<file path="src/rtl/bram_arbiter.sv">
// Two-requester arbiter in front of a single-port RAM with a registered read port.
// Round-robin in idle, optional ownership locks with a bounded hold time.
module bram_arbiter #(
  parameter  int p_RAM_WIDTH = 8,
  parameter  int p_RAM_DEPTH = 32,
  parameter  int p_LOCK_MAX  = 16,
  localparam int AW          = $clog2(p_RAM_DEPTH)
) (
  input  logic                   i_clk,
  input  logic                   i_rst,
  input  logic                   i_req0_valid,
  input  logic [AW-1:0]          in_req0_addr,
  input  logic [p_RAM_WIDTH-1:0] in_req0_wdata,
  input  logic                   i_req0_we,
  input  logic                   i_req0_lock,
  output logic                   o_req0_ready,
  output logic                   o_req0_rvalid,
  output logic [p_RAM_WIDTH-1:0] on_req0_rdata,
  input  logic                   i_req1_valid,
  input  logic [AW-1:0]          in_req1_addr,
  input  logic [p_RAM_WIDTH-1:0] in_req1_wdata,
  input  logic                   i_req1_we,
  input  logic                   i_req1_lock,
  output logic                   o_req1_ready,
  output logic                   o_req1_rvalid,
  output logic [p_RAM_WIDTH-1:0] on_req1_rdata,
  output logic [AW-1:0]          on_ram_addr,
  output logic [p_RAM_WIDTH-1:0] on_ram_datain,
  output logic                   o_ram_wren,
  input  logic [p_RAM_WIDTH-1:0] in_ram_dataout
);

  localparam int CW = (p_LOCK_MAX > 1) ? $clog2(p_LOCK_MAX) : 1;
  localparam logic [CW-1:0] LOCK_LAST = CW'(p_LOCK_MAX - 1);

  typedef enum logic [1:0] {ST_IDLE, ST_OWN0, ST_OWN1} state_t;

  state_t        state_q, state_d;
  logic          prio_q, prio_d;
  logic [CW-1:0] lock_cnt_q, lock_cnt_d;
  logic          rvalid0_q, rvalid0_d;
  logic          rvalid1_q, rvalid1_d;
  logic          grant0, grant1;

  // Grants are held off during reset so ready/wren stay low regardless of the clock.
  always_comb begin
    grant0 = 1'b0;
    grant1 = 1'b0;
    if (!i_rst) begin
      case (state_q)
        ST_IDLE: begin
          grant0 = i_req0_valid & (~i_req1_valid | ~prio_q);
          grant1 = i_req1_valid & (~i_req0_valid |  prio_q);
        end
        ST_OWN0: grant0 = i_req0_valid;
        ST_OWN1: grant1 = i_req1_valid;
        default: ;
      endcase
    end
  end

  always_comb begin
    on_ram_addr   = '0;
    on_ram_datain = '0;
    o_ram_wren    = 1'b0;
    if (grant0) begin
      on_ram_addr   = in_req0_addr;
      on_ram_datain = in_req0_wdata;
      o_ram_wren    = i_req0_we;
    end else if (grant1) begin
      on_ram_addr   = in_req1_addr;
      on_ram_datain = in_req1_wdata;
      o_ram_wren    = i_req1_we;
    end
  end

  always_comb begin
    state_d    = state_q;
    prio_d     = prio_q;
    lock_cnt_d = lock_cnt_q;
    rvalid0_d  = grant0 & ~i_req0_we;
    rvalid1_d  = grant1 & ~i_req1_we;
    if (grant0) begin
      prio_d     = 1'b1;
      lock_cnt_d = '0;
      state_d    = i_req0_lock ? ST_OWN0 : ST_IDLE;
    end else if (grant1) begin
      prio_d     = 1'b0;
      lock_cnt_d = '0;
      state_d    = i_req1_lock ? ST_OWN1 : ST_IDLE;
    end else if (state_q != ST_IDLE) begin
      if (lock_cnt_q == LOCK_LAST) begin
        state_d    = ST_IDLE;
        lock_cnt_d = '0;
      end else begin
        lock_cnt_d = lock_cnt_q + CW'(1);
      end
    end
  end

  always_ff @(posedge i_clk or posedge i_rst) begin
    if (i_rst) begin
      state_q    <= ST_IDLE;
      prio_q     <= 1'b0;
      lock_cnt_q <= '0;
      rvalid0_q  <= 1'b0;
      rvalid1_q  <= 1'b0;
    end else begin
      state_q    <= state_d;
      prio_q     <= prio_d;
      lock_cnt_q <= lock_cnt_d;
      rvalid0_q  <= rvalid0_d;
      rvalid1_q  <= rvalid1_d;
    end
  end

  assign o_req0_ready  = grant0;
  assign o_req1_ready  = grant1;
  assign o_req0_rvalid = rvalid0_q;
  assign o_req1_rvalid = rvalid1_q;
  assign on_req0_rdata = in_ram_dataout;
  assign on_req1_rdata = in_ram_dataout;

endmodule

</file>
<file path="config.mk">
export PLATFORM = sky130hd
export DESIGN_NAME = bram_arbiter
export DESIGN_NICKNAME = d
export VERILOG_FILES = /design/src/rtl/bram_arbiter.sv
export SDC_FILE = /design/constraint.sdc
export NUM_CORES = 1
export LEC_CHECK = 0
export ABC_CLOCK_PERIOD_IN_PS = 1800
export BUFFER_PORTS_ARGS = -buffer_cell sky130_fd_sc_hd__buf_2
export CAP_MARGIN = 20
export CORE_AREA = 5 5 51 53
export DETAILED_ROUTE_END_ITERATION = 12
export DIE_AREA = 0 0 56 58
export PLACE_DENSITY = 0.9
export SLEW_MARGIN = 20
export SYNTH_ARGS = -nofsm -noshare
export SYNTH_HDL_FRONTEND = slang
export SYNTH_SLANG_ARGS = --single-unit
</file>
<file path="constraint.sdc">
create_clock -name i_clk -period 1.8 [get_ports i_clk]
set_input_delay 0.09 -clock i_clk [delete_from_list [all_inputs] [get_ports i_clk]]
set_output_delay 0.09 -clock i_clk [all_outputs]
set_load 0.05 [all_outputs]
</file>
==> results of run 1 <==
-- cell families after synthesis --
| group | Yosys count | synth area share |
|---|---|---|
| AOI/OAI and AO/OA | 24 | 0.253 |
| DFF | 9 | 0.303 |
| xor gates and xnor gates | 1 | 0.0118 |
| buffers and inverters | 20 | 0.212 |
| adders and majority gates | 1 | 0.0168 |
| and+or+nand+nor | 23 | 0.204 |
-- through the flow --
| stage | hold WS, ns | instances |
|---|---|---|
| after floorplan | -0.0821 | 78 |
| after global placement | 0.119 | 142 |
| after detailed placement | 0.131 | 142 |
| after CTS | 0.0692 | 148 |
| after global routing | 0.0656 | 150 |
| final | 0.0664 | 150 |
-- layout make-up --
cell class / count / area [um^2] / area share
Timing Repair Buffer: 58 / 357 / 0.348
Inverter: 1 / 3.75 / 0.00367
Antenna cell: 1 / 2.50 / 0.00244
Tap cell: 28 / 35.0 / 0.0342
Clock buffer: 4 / 26.3 / 0.0257
Multi-Input combinational cell: 49 / 373 / 0.364
Sequential cell: 9 / 226 / 0.221
-- flip-flops by register name, indices dropped and copies added, names as in the netlist --
name / cells
o_req1_rvalid: 1
prio_q: 1
state_q: 2
lock_cnt_q: 4
o_req0_rvalid: 1
-- worst max path at each step --
stage	start	endpoint	cells past startpoint
2_1_floorplan	state_q[0]$_DFFE_PP0P_	on_ram_addr[0]	4
3_3_place_gp	state_q[1]$_DFFE_PP0P_	on_ram_datain[6]	5
3_5_place_dp	state_q[1]$_DFFE_PP0P_	on_ram_datain[6]	5
4_1_cts	state_q[1]$_DFFE_PP0P_	on_ram_datain[1]	5
5_1_grt	state_q[1]$_DFFE_PP0P_	on_ram_datain[7]	5
6_report	state_q[1]$_DFFE_PP0P_	on_ram_datain[7]	5
-- cell usage in the layout, fill, tap and decap left out, drive strengths merged --
cell / count
nand2b: 3
diode: 1
dfrtp: 9
ha: 1
nor3b: 2
or2: 1
nand3b: 2
inv: 1
clkbuf: 5
nand2: 4
a32o: 2
a21bo: 1
nand3: 4
dlygate4sd3: 2
a21oi: 4
a21o: 1
nor4: 1
a22o: 13
buf: 55
and2b: 1
and2: 1
nor2: 2
or3: 1
xor2: 1
o21ai: 2
a31oi: 1
nor3: 1
-- power by group through the flow --
stage	Sequential [mW]	Combinational [mW]	Clock (mW)
2_1_floorplan	0.311	0.444	0
3_3_place_gp	0.307	0.458	0
3_5_place_dp	0.314	0.476	0
4_1_cts	0.312	0.491	0.159
5_1_grt	0.325	0.560	0.180
6_report	0.321	0.523	0.157
-- timing repair --
action | 4_1_cts | 5_1_grt
hold buffers | 2 | 0
pin swaps | 0 | 3
hold endpoints to repair | 10 | 0
gates resized for setup | 7 | 17
setup buffers | 0 | 1
setup endpoints to repair | 7 | 14
gates cloned | 0 | 0
-- per-layer routing --
layer  vias to the layer above  wire [um]
li1                        358          -
met1                       365        788
met2                        54       1340
met3                        12        307
met4                         0         80
met5                         -          0
==> impl_metrics.yaml, run 1 <==
timing:
  hold_violations: 0
  period_needed_ns: 1.75
  finalCritPeriodShare: 0.970
  worstMarginPinSlew_ns: 0.365
  setup_viol: 0
  max_clock_freq_mhz: 573
  finClkSkew_ns: 0.00375
  maxSlewHeadroom: 0.757
  setup_ws_ns: 0.0549
  finalSetupTns_ns: 0
  drv_slew: 0
global_route:
  grt_pass1_vias: 784
  grt_util_met3: 0.0846
  grt_max_degree: 11
  grt_pass1_wl_um: 3710
  grt_usage: 0.147
  antenna_found_initial: 1
  grt_remaining_overflow: 0
  gr-usage-met1: 0.128
  grt.busiest_layer: "met2"
  met2_usage: 0.279
setup_path:
  crit_type: "register to primary output"
  cp_top_family: "flip-flops"
  r2r_slack_ns: 0.49
  crit_path_frequent_cell: "buf_4"
  cp.required_ns: 1.71
  reg2reg_depth: 4
  endpoint_kind: "primary output"
  slowest_stage: "dfrtp_2"
  r2r_start: "state_q[0]$_DFFE_PP0P_"
  cp.arrival_ns: 1.66
  max_stage_delay_ns: 0.47
  path_buf_inv: 2
  r2r-end: "state_q[0]$_DFFE_PP0P_"
  critPathMaxFanout: 7
  crit_chain: "nor3b_4, and2_1, buf_4, a22o_1, buf_4"
  start_kind: "register"
logic_synthesis:
  ys.flop_type: "dfrtp_1"
  synth_top_cell_area_share: 0.303
  synthTopCellsByCount: "buf_4, a22o_1, dfrtp_1"
  yosysTopAreaCell: "dfrtp_1"
  ys_seq_area_frac: 0.303
  yosysMostFrequentCell: "buf_4"
  synth_edf_count: 0
  syn-cell-area_um2: 743
  synth_fp_nets: 121
  ys_ff_latch: 9
  synthArstFlopShare: 1.00
  yosys_warnings: 0
  synth_area_leaders: "dfrtp_1, buf_4, a22o_1"
  synth.distinct_cells: 26
  syn_avg_cell_area_um2: 9.53
  syn_inst: 78
finish:
  areaGrowthSynthToFinish_pct: 37.7
  fill_cells: 199
  final_area_um2: 1020
  nets: 165
  drive_gt1_frac: 0.537
  final_core_util: 0.486
power:
  power.combinational.fraction: 0.522
  p_clk_frac: 0.157
  p_leak_nw: 0.540
  switching_share: 0.450
  p_int_uw: 550
  power_mw: 1.00
  ir_drop_mv: 0.458
  p_seq_frac: 0.321
  p_per_area_nw_per_um2: 978
  switching_power_uw: 451
min_path:
  worstHoldPathCells: 2
  hold_path.startpoint: "i_req0_lock"
  min_to: "state_q[0]$_DFFE_PP0P_"
  min_path_type: "input port to register"
cts:
  h-tree-depth: 1
  clockBufferDepth: 2
  cts_tree: "yes"
  cts_sinks: 9
  cts_buffers: 3
  cts.clk_slew.worst_paths_ns: 0.06
  insertion_delay_ns: 0.26
  cts_root_buf: "clkbuf_4"
die:
  coreArea_um2: 2110
  io_pins: 76
  die_w_um: 56
  std_cell_rows: 17
  fp.dieH_um: 58
  initial_utilization: 0.353
  dieArea_um2: 3250
drt:
  antenna_left: 0
  via_per_inst: 5.26
  drt_wl_total_um: 2520
  wire_per_inst_um: 16.8
  firstDrtPassIters: 4
  vias: 789
  drc: 0
  drtIter0Drc: 37
place:
  place_hpwl_um: 2000
  place_area_um2: 910
  gp_congestion: 0.934
  io_buffers: 51
  pre_cts_ws_ns: 0.241
run:
  maxCapViolations: 0
outcome:
  status: "complete, no violations"
Note: power is estimated with default switching activity, not from simulation.
==> inputs of run 2 (changes only) <==
--- a/config.mk
+++ b/config.mk
@@ -5,12 +5,13 @@
 export SDC_FILE = /design/constraint.sdc
 export NUM_CORES = 1
 export LEC_CHECK = 0
+export ABC_AREA = 1
 export ABC_CLOCK_PERIOD_IN_PS = 1800
 export BUFFER_PORTS_ARGS = -buffer_cell sky130_fd_sc_hd__buf_2
 export CAP_MARGIN = 20
-export CORE_AREA = 5 5 51 53
+export CORE_AREA = 5 5 52 54
 export DETAILED_ROUTE_END_ITERATION = 12
-export DIE_AREA = 0 0 56 58
+export DIE_AREA = 0 0 57 59
 export PLACE_DENSITY = 0.9
 export SLEW_MARGIN = 20
 export SYNTH_ARGS = -nofsm -noshare
==> run 2 against run 1 <==
Compared with the run above:
- utilization fell by 3.4 points
- the flow now finishes with violations (hold timing)
- first-iteration DRC count rose by 27%
- design area fell by 4.3%
- synthesized cell count rose by 53%
- clock-buffer cell count did not move
- critical path type unchanged
- synthesized area rose by 6.7%
- die area rose by 3.5%
- sequential share of layout area rose by 0.86 points
- routed wire length fell by 19%
==> impl_metrics.yaml, run 2 <==
outcome:
  status: "finished with violations"
  violations: "hold timing"
logic_synthesis:
  syn_avg_cell_area_um2: 6.67
  synth_top_cell_area_share: 0.284
  yosysMostFrequentCell: "nand2_1"
  ys_ff_latch: 9
  ys.flop_type: "dfrtp_1"
  syn-cell-area_um2: 793
  yosys_warnings: 0
  ys_seq_area_frac: 0.284
  syn_inst: 119
  synth_edf_count: 0
  synthTopCellsByCount: "nand2_1, buf_4, dfrtp_1"
  synth_area_leaders: "dfrtp_1, nand2_1, buf_4"
  synth_fp_nets: 162
  synth.distinct_cells: 20
  synthArstFlopShare: 1.00
  yosysTopAreaCell: "dfrtp_1"
global_route:
  grt_util_met3: 0.0588
  grt_pass1_wl_um: 3270
  grt_pass1_vias: 782
  met2_usage: 0.196
  grt_max_degree: 17
  antenna_found_initial: 0
  grt.busiest_layer: "met2"
  grt_remaining_overflow: 0
  grt_usage: 0.120
  gr-usage-met1: 0.138
die:
  dieArea_um2: 3360
  std_cell_rows: 17
  io_pins: 76
  fp.dieH_um: 59
  initial_utilization: 0.366
  coreArea_um2: 2170
  die_w_um: 57
finish:
  fill_cells: 233
  nets: 202
  regMostFlops: "lock_cnt_q"
  multiInputGateArea_um2: 364
  antenna-diode-count: 0
  top_regs: "lock_cnt_q x4, state_q x2"
  regArea_um2: 225
  largest_reg_flops: 4
  final_common_cell: "nand2_1"
  areaGrowthSynthToFinish_pct: 23.5
  stdcell_count: 186
  drive_gt1_frac: 0.418
  mostFrequentLayoutCells: "nand2_1, buf_2, dfrtp_1"
setup_path:
  r2r-end: "lock_cnt_q[3]$_DFFE_PP0P_"
  crit_path_end: "on_ram_addr[2]"
  crit_type: "register to primary output"
  crit_chain: "nor2_2, nand3_2, inv_4, nand2_1, nand2_1, buf_2"
  slowest_stage: "dfrtp_1"
  r2r_start: "lock_cnt_q[0]$_DFFE_PP0P_"
  crit_path_frequent_cell: "nand2_1"
  cp_num_cells: 6
  reg2reg_depth: 6
  critPathMaxFanout: 16
  r2r_slack_ns: 0.63
  crit_path_start: "state_q[0]$_DFFE_PP0P_"
  path_buf_inv: 2
  start_kind: "register"
  cp.arrival_ns: 1.54
  endpoint_kind: "primary output"
  max_stage_delay_ns: 0.41
  cp.required_ns: 1.71
  cp_top_family: "simple AND/OR/NAND/NOR gates"
timing:
  finClkSkew_ns: 0.00221
  drv_slew: 0
  setup_viol: 0
  period_needed_ns: 1.63
  rsz0062_at_grt: "no"
  maxSlewHeadroom: 0.728
  finalSetupTns_ns: 0
  finalCritPeriodShare: 0.906
  holdWs_ns: -0.00518
  worstMarginPinSlew_ns: 0.407
  hold_violations: 1
  max_clock_freq_mhz: 613
  setup_ws_ns: 0.168
min_path:
  min_path_type: "input port to register"
power:
  switching_share: 0.479
  p_seq_frac: 0.311
  switching_power_uw: 402
  p_leak_nw: 0.623
  power_uw: 838
  p_per_area_nw_per_um2: 856
  p_clk_frac: 0.196
  ir_drop_mv: 0.585
  p_int_uw: 437
  power.combinational.fraction: 0.493
place:
  io_buffers: 51
  pre_cts_ws_ns: 0.461
  post-place-cells: 180
  place_hpwl_um: 1670
  gp_congestion: 0.756
cts:
  cts_tree: "yes"
  ctsHoldBuffers: 2
  h-tree-depth: 1
  cts.clk_slew.worst_paths_ns: 0.06
  cts_root_buf: "clkbuf_4"
  cts_sinks: 9
  clockBufferDepth: 2
  post_cts.repair.setup_buffers: 0
  insertion_delay_ns: 0.27
  cts_resized: 0
  cts_buffers: 3
drt:
  drt_wl_total_um: 2040
  drc: 0
  drtIter0Drc: 47
  firstDrtPassIters: 5
  via_per_inst: 4.41
  antenna_left: 0
  vias: 821
  wire_per_inst_um: 11.0
run:
  maxCapViolations: 0
## run 2: changes by cell type after synthesis, sizes merged, moves of 2 or more
cell and delta:
nand2 +51, a22o -13, inv +12, nor2 +6
nand2b -3, nand3 +3, a21oi -2, a32o -2
nand3b -2, nor3b -2
## run 2: final cells by class
cell class | count | share of cell area
well taps | 28 | 0.0358
repair buffers | 53 | 0.281
inverters | 13 | 0.0549
multi-input cells | 79 | 0.372
flip-flops and latches | 9 | 0.230
clock buffers | 4 | 0.0268
## run 2: logic make-up after synthesis
group,Yosys count,share of synthesized area
compound gates,5,0.0363
fa+ha+maj,1,0.0158
buf+inv,31,0.257
flops,9,0.284
simple gates,73,0.407
## run 2: power by group through the flow
stage,Combinational (mW),Clock (mW),Sequential (mW)
5_1_grt,0.453,0.177,0.263
6_report,0.414,0.164,0.261
3_3_place_gp,0.407,0,0.262
4_1_cts,0.416,0.164,0.260
3_5_place_dp,0.412,0,0.264
2_1_floorplan,0.403,0,0.268
## run 2: worst min path at each step
| stage | start | to | slack, ns | depth (start not counted) |
|---|---|---|---|---|
| after detailed placement | i_rst | state_q[1]$_DFFE_PP0P_ | 0.05 | 2 |
| final | i_req0_we | o_req0_rvalid$_DFF_PP0_ | -0.005 | 2 |
| after floorplan | i_rst | lock_cnt_q[0]$_DFFE_PP0P_ | -0.12 | 1 |
| after global routing | i_req0_we | o_req0_rvalid$_DFF_PP0_ | 0.005 | 2 |
| after global placement | i_rst | lock_cnt_q[3]$_DFFE_PP0P_ | 0.04 | 2 |
| after CTS | i_req0_we | o_req0_rvalid$_DFF_PP0_ | 0.0007 | 2 |
## run 2: stage by stage
step	cell area [um^2]	utilization
final	980	0.452
after global routing	980	0.452
after CTS	980	0.452
after detailed placement	933	0.430
after global placement	933	0.430
after floorplan	793	-
## run 2: worst reg2reg max path, stage by stage (launching register included)
cell     delay [ns]
dfrtp_1        0.39
ha_1           0.24
nand3_1        0.07
inv_1          0.06
a21oi_2        0.18
nand2_1        0.08
nor2_1         0.08
## run 2: metal layers
layer / up-vias / routed length, um
met5: - / 0
met4: 0 / 23
li1: 421 / -
met1: 346 / 756
met2: 50 / 995
met3: 4 / 268
==> inputs of run 3 (changes only) <==
--- a/config.mk
+++ b/config.mk
@@ -5,13 +5,13 @@
 export SDC_FILE = /design/constraint.sdc
 export NUM_CORES = 1
 export LEC_CHECK = 0
-export ABC_AREA = 1
+export ABC_AREA = 0
 export ABC_CLOCK_PERIOD_IN_PS = 1800
 export BUFFER_PORTS_ARGS = -buffer_cell sky130_fd_sc_hd__buf_2
 export CAP_MARGIN = 20
-export CORE_AREA = 5 5 52 54
+export CORE_AREA = 2 2 48 50
 export DETAILED_ROUTE_END_ITERATION = 12
-export DIE_AREA = 0 0 57 59
+export DIE_AREA = 0 0 50 52
 export PLACE_DENSITY = 0.9
 export SLEW_MARGIN = 20
 export SYNTH_ARGS = -nofsm -noshare
==> run 3 against run 2 <==
Compared with the run above:
- non-clock buffer count is 4 higher
- routed wire length increased by 14%
- clock power is 7% lower
- highest routed layer unchanged
- the run now ends clean
- utilization increased by 2.2 points
- total power is 17% higher
- clock skew up 0.0037 ns
- die area fell by 23%
- sequential share of layout area is 0.15 points lower
- flip-flop and latch count stayed put
- register-to-register slack got worse by 0.12 ns
- via count fell by 4.0%
==> impl_metrics.yaml, run 3 (synthesized netlist as in run 1, its figures left out) <==
finish:
  regArea_um2: 228
  stdcell_count: 148
  drive_gt1_frac: 0.542
  areaGrowthSynthToFinish_pct: 34.2
  regMostFlops: "lock_cnt_q"
  antenna-diode-count: 0
  mostFrequentLayoutCells: "buf_2, a22o_1, clkbuf_4"
  nets: 164
  multiInputGateArea_um2: 367
  top_regs: "lock_cnt_q x4, state_q x2"
  fill_cells: 202
  largest_reg_flops: 4
  final_common_cell: "buf_2"
setup_path:
  crit_type: "register to primary output"
  start_kind: "register"
  critPathMaxFanout: 7
  cp.arrival_ns: 1.64
  reg2reg_depth: 4
  endpoint_kind: "primary output"
  r2r_slack_ns: 0.51
  r2r-end: "state_q[0]$_DFFE_PP0P_"
  r2r_start: "state_q[0]$_DFFE_PP0P_"
  cp.required_ns: 1.71
cts:
  cts.clk_slew.worst_paths_ns: 0.05
  cts_buffers: 3
  h-tree-depth: 1
  insertion_delay_ns: 0.26
  clockBufferDepth: 2
  cts_sinks: 9
  post_cts.repair.setup_buffers: 0
  cts_tree: "yes"
  cts_root_buf: "clkbuf_4"
die:
  std_cell_rows: 17
  initial_utilization: 0.353
  io_pins: 76
  dieArea_um2: 2600
  coreArea_um2: 2110
  fp.dieH_um: 52
  die_w_um: 50
place:
  gp_congestion: 0.744
  place_hpwl_um: 1740
  io_buffers: 51
  post-place-cells: 142
drt:
  wire_per_inst_um: 15.7
  drc: 0
  drtIter0Drc: 15
  antenna_left: 0
  firstDrtPassIters: 4
  via_per_inst: 5.32
  drt_wl_total_um: 2320
  vias: 788
timing:
  worstMarginPinSlew_ns: 0.357
  max_clock_freq_mhz: 576
  finalCritPeriodShare: 0.964
  hold_violations: 0
  setup_viol: 0
  maxSlewHeadroom: 0.762
  finClkSkew_ns: 0.00587
  period_needed_ns: 1.73
  drv_slew: 0
global_route:
  grt_remaining_overflow: 0
  grt_max_degree: 11
  grt_pass1_wl_um: 3050
  grt_usage: 0.162
  antenna_found_initial: 0
  grt_pass1_vias: 737
power:
  p_leak_nw: 0.526
  p_per_area_nw_per_um2: 984
  power_uw: 981
  ir_drop_mv: 0.406
min_path:
  min_to: "state_q[0]$_DFFE_PP0P_"
  worstHoldPathCells: 2
  min_path_type: "input port to register"
  hold_path.startpoint: "i_req0_lock"
outcome:
  status: "complete, no violations"
run:
  maxCapViolations: 0
==> run 3: critical path, stage by stage (launching register included) <==
cell	delay (ns)
dfrtp_2	0.46
nor3b_2	0.25
nor3_2	0.07
buf_4	0.16
a22o_1	0.24
clkbuf_4	0.21
==> run 3: layout make-up <==
type,instances,share of cell area
Inverter,1,0.00376
Timing Repair Buffer,57,0.339
Clock buffer,4,0.0263
Multi-Input combinational cell,49,0.368
Sequential cell,9,0.228
Tap cell,28,0.0351
==> run 3: metal layers <==
layer / routed length [um] / vias to the layer above / track usage
li1: - / 356 / -
met2: 1300 / 56 / 0.333
met3: 241 / 4 / 0.0632
met5: 0 / - / 0
met4: 19 / 0 / 0.0741
met1: 755 / 372 / 0.129
==> run 3: worst max path at each step <==
stage / to / cells after the start / startpoint / slack (ns)
after floorplan: on_ram_addr[0] / 4 / state_q[0]$_DFFE_PP0P_ / 0.15
after global placement: on_ram_addr[0] / 5 / state_q[1]$_DFFE_PP0P_ / 0.36
after detailed placement: on_ram_datain[4] / 5 / state_q[1]$_DFFE_PP0P_ / 0.30
after CTS: on_ram_datain[4] / 5 / state_q[1]$_DFFE_PP0P_ / 0.02
after global routing: on_ram_addr[3] / 5 / state_q[1]$_DFFE_PP0P_ / -0.03
final: on_ram_datain[0] / 5 / state_q[1]$_DFFE_PP0P_ / 0.07
==> run 3: timing repair <==
action                                 in CTS  in global routing
endpoints found under the hold margin       9                  1
setup endpoints to repair                   0                 13
hold buffers                                1                  1
resized for setup                           0                 20
==> run 3: where the power goes <==
part	switching (mW)	leakage, nW	internal [mW]	total, mW
clock	0.0665	0.0150	0.0852	0.152
combinational	0.319	0.396	0.196	0.514
sequential	0.0569	0.115	0.258	0.315
total	0.442	0.526	0.539	0.981
==> run 3: metrics by stage <==
step	TNS (ns)	util	setup WS [ns]	hold slack, ns	instance area (um^2)
2_1_floorplan	0	-	0.150	-0.0821	743
3_3_place_gp	0	0.432	0.360	0.118	910
3_5_place_dp	0	0.432	0.300	0.136	910
4_1_cts	0	0.449	0.0228	0.00462	946
5_1_grt	-0.109	0.474	-0.0272	0.0674	997
6_report	0	0.474	0.0650	0.0714	997
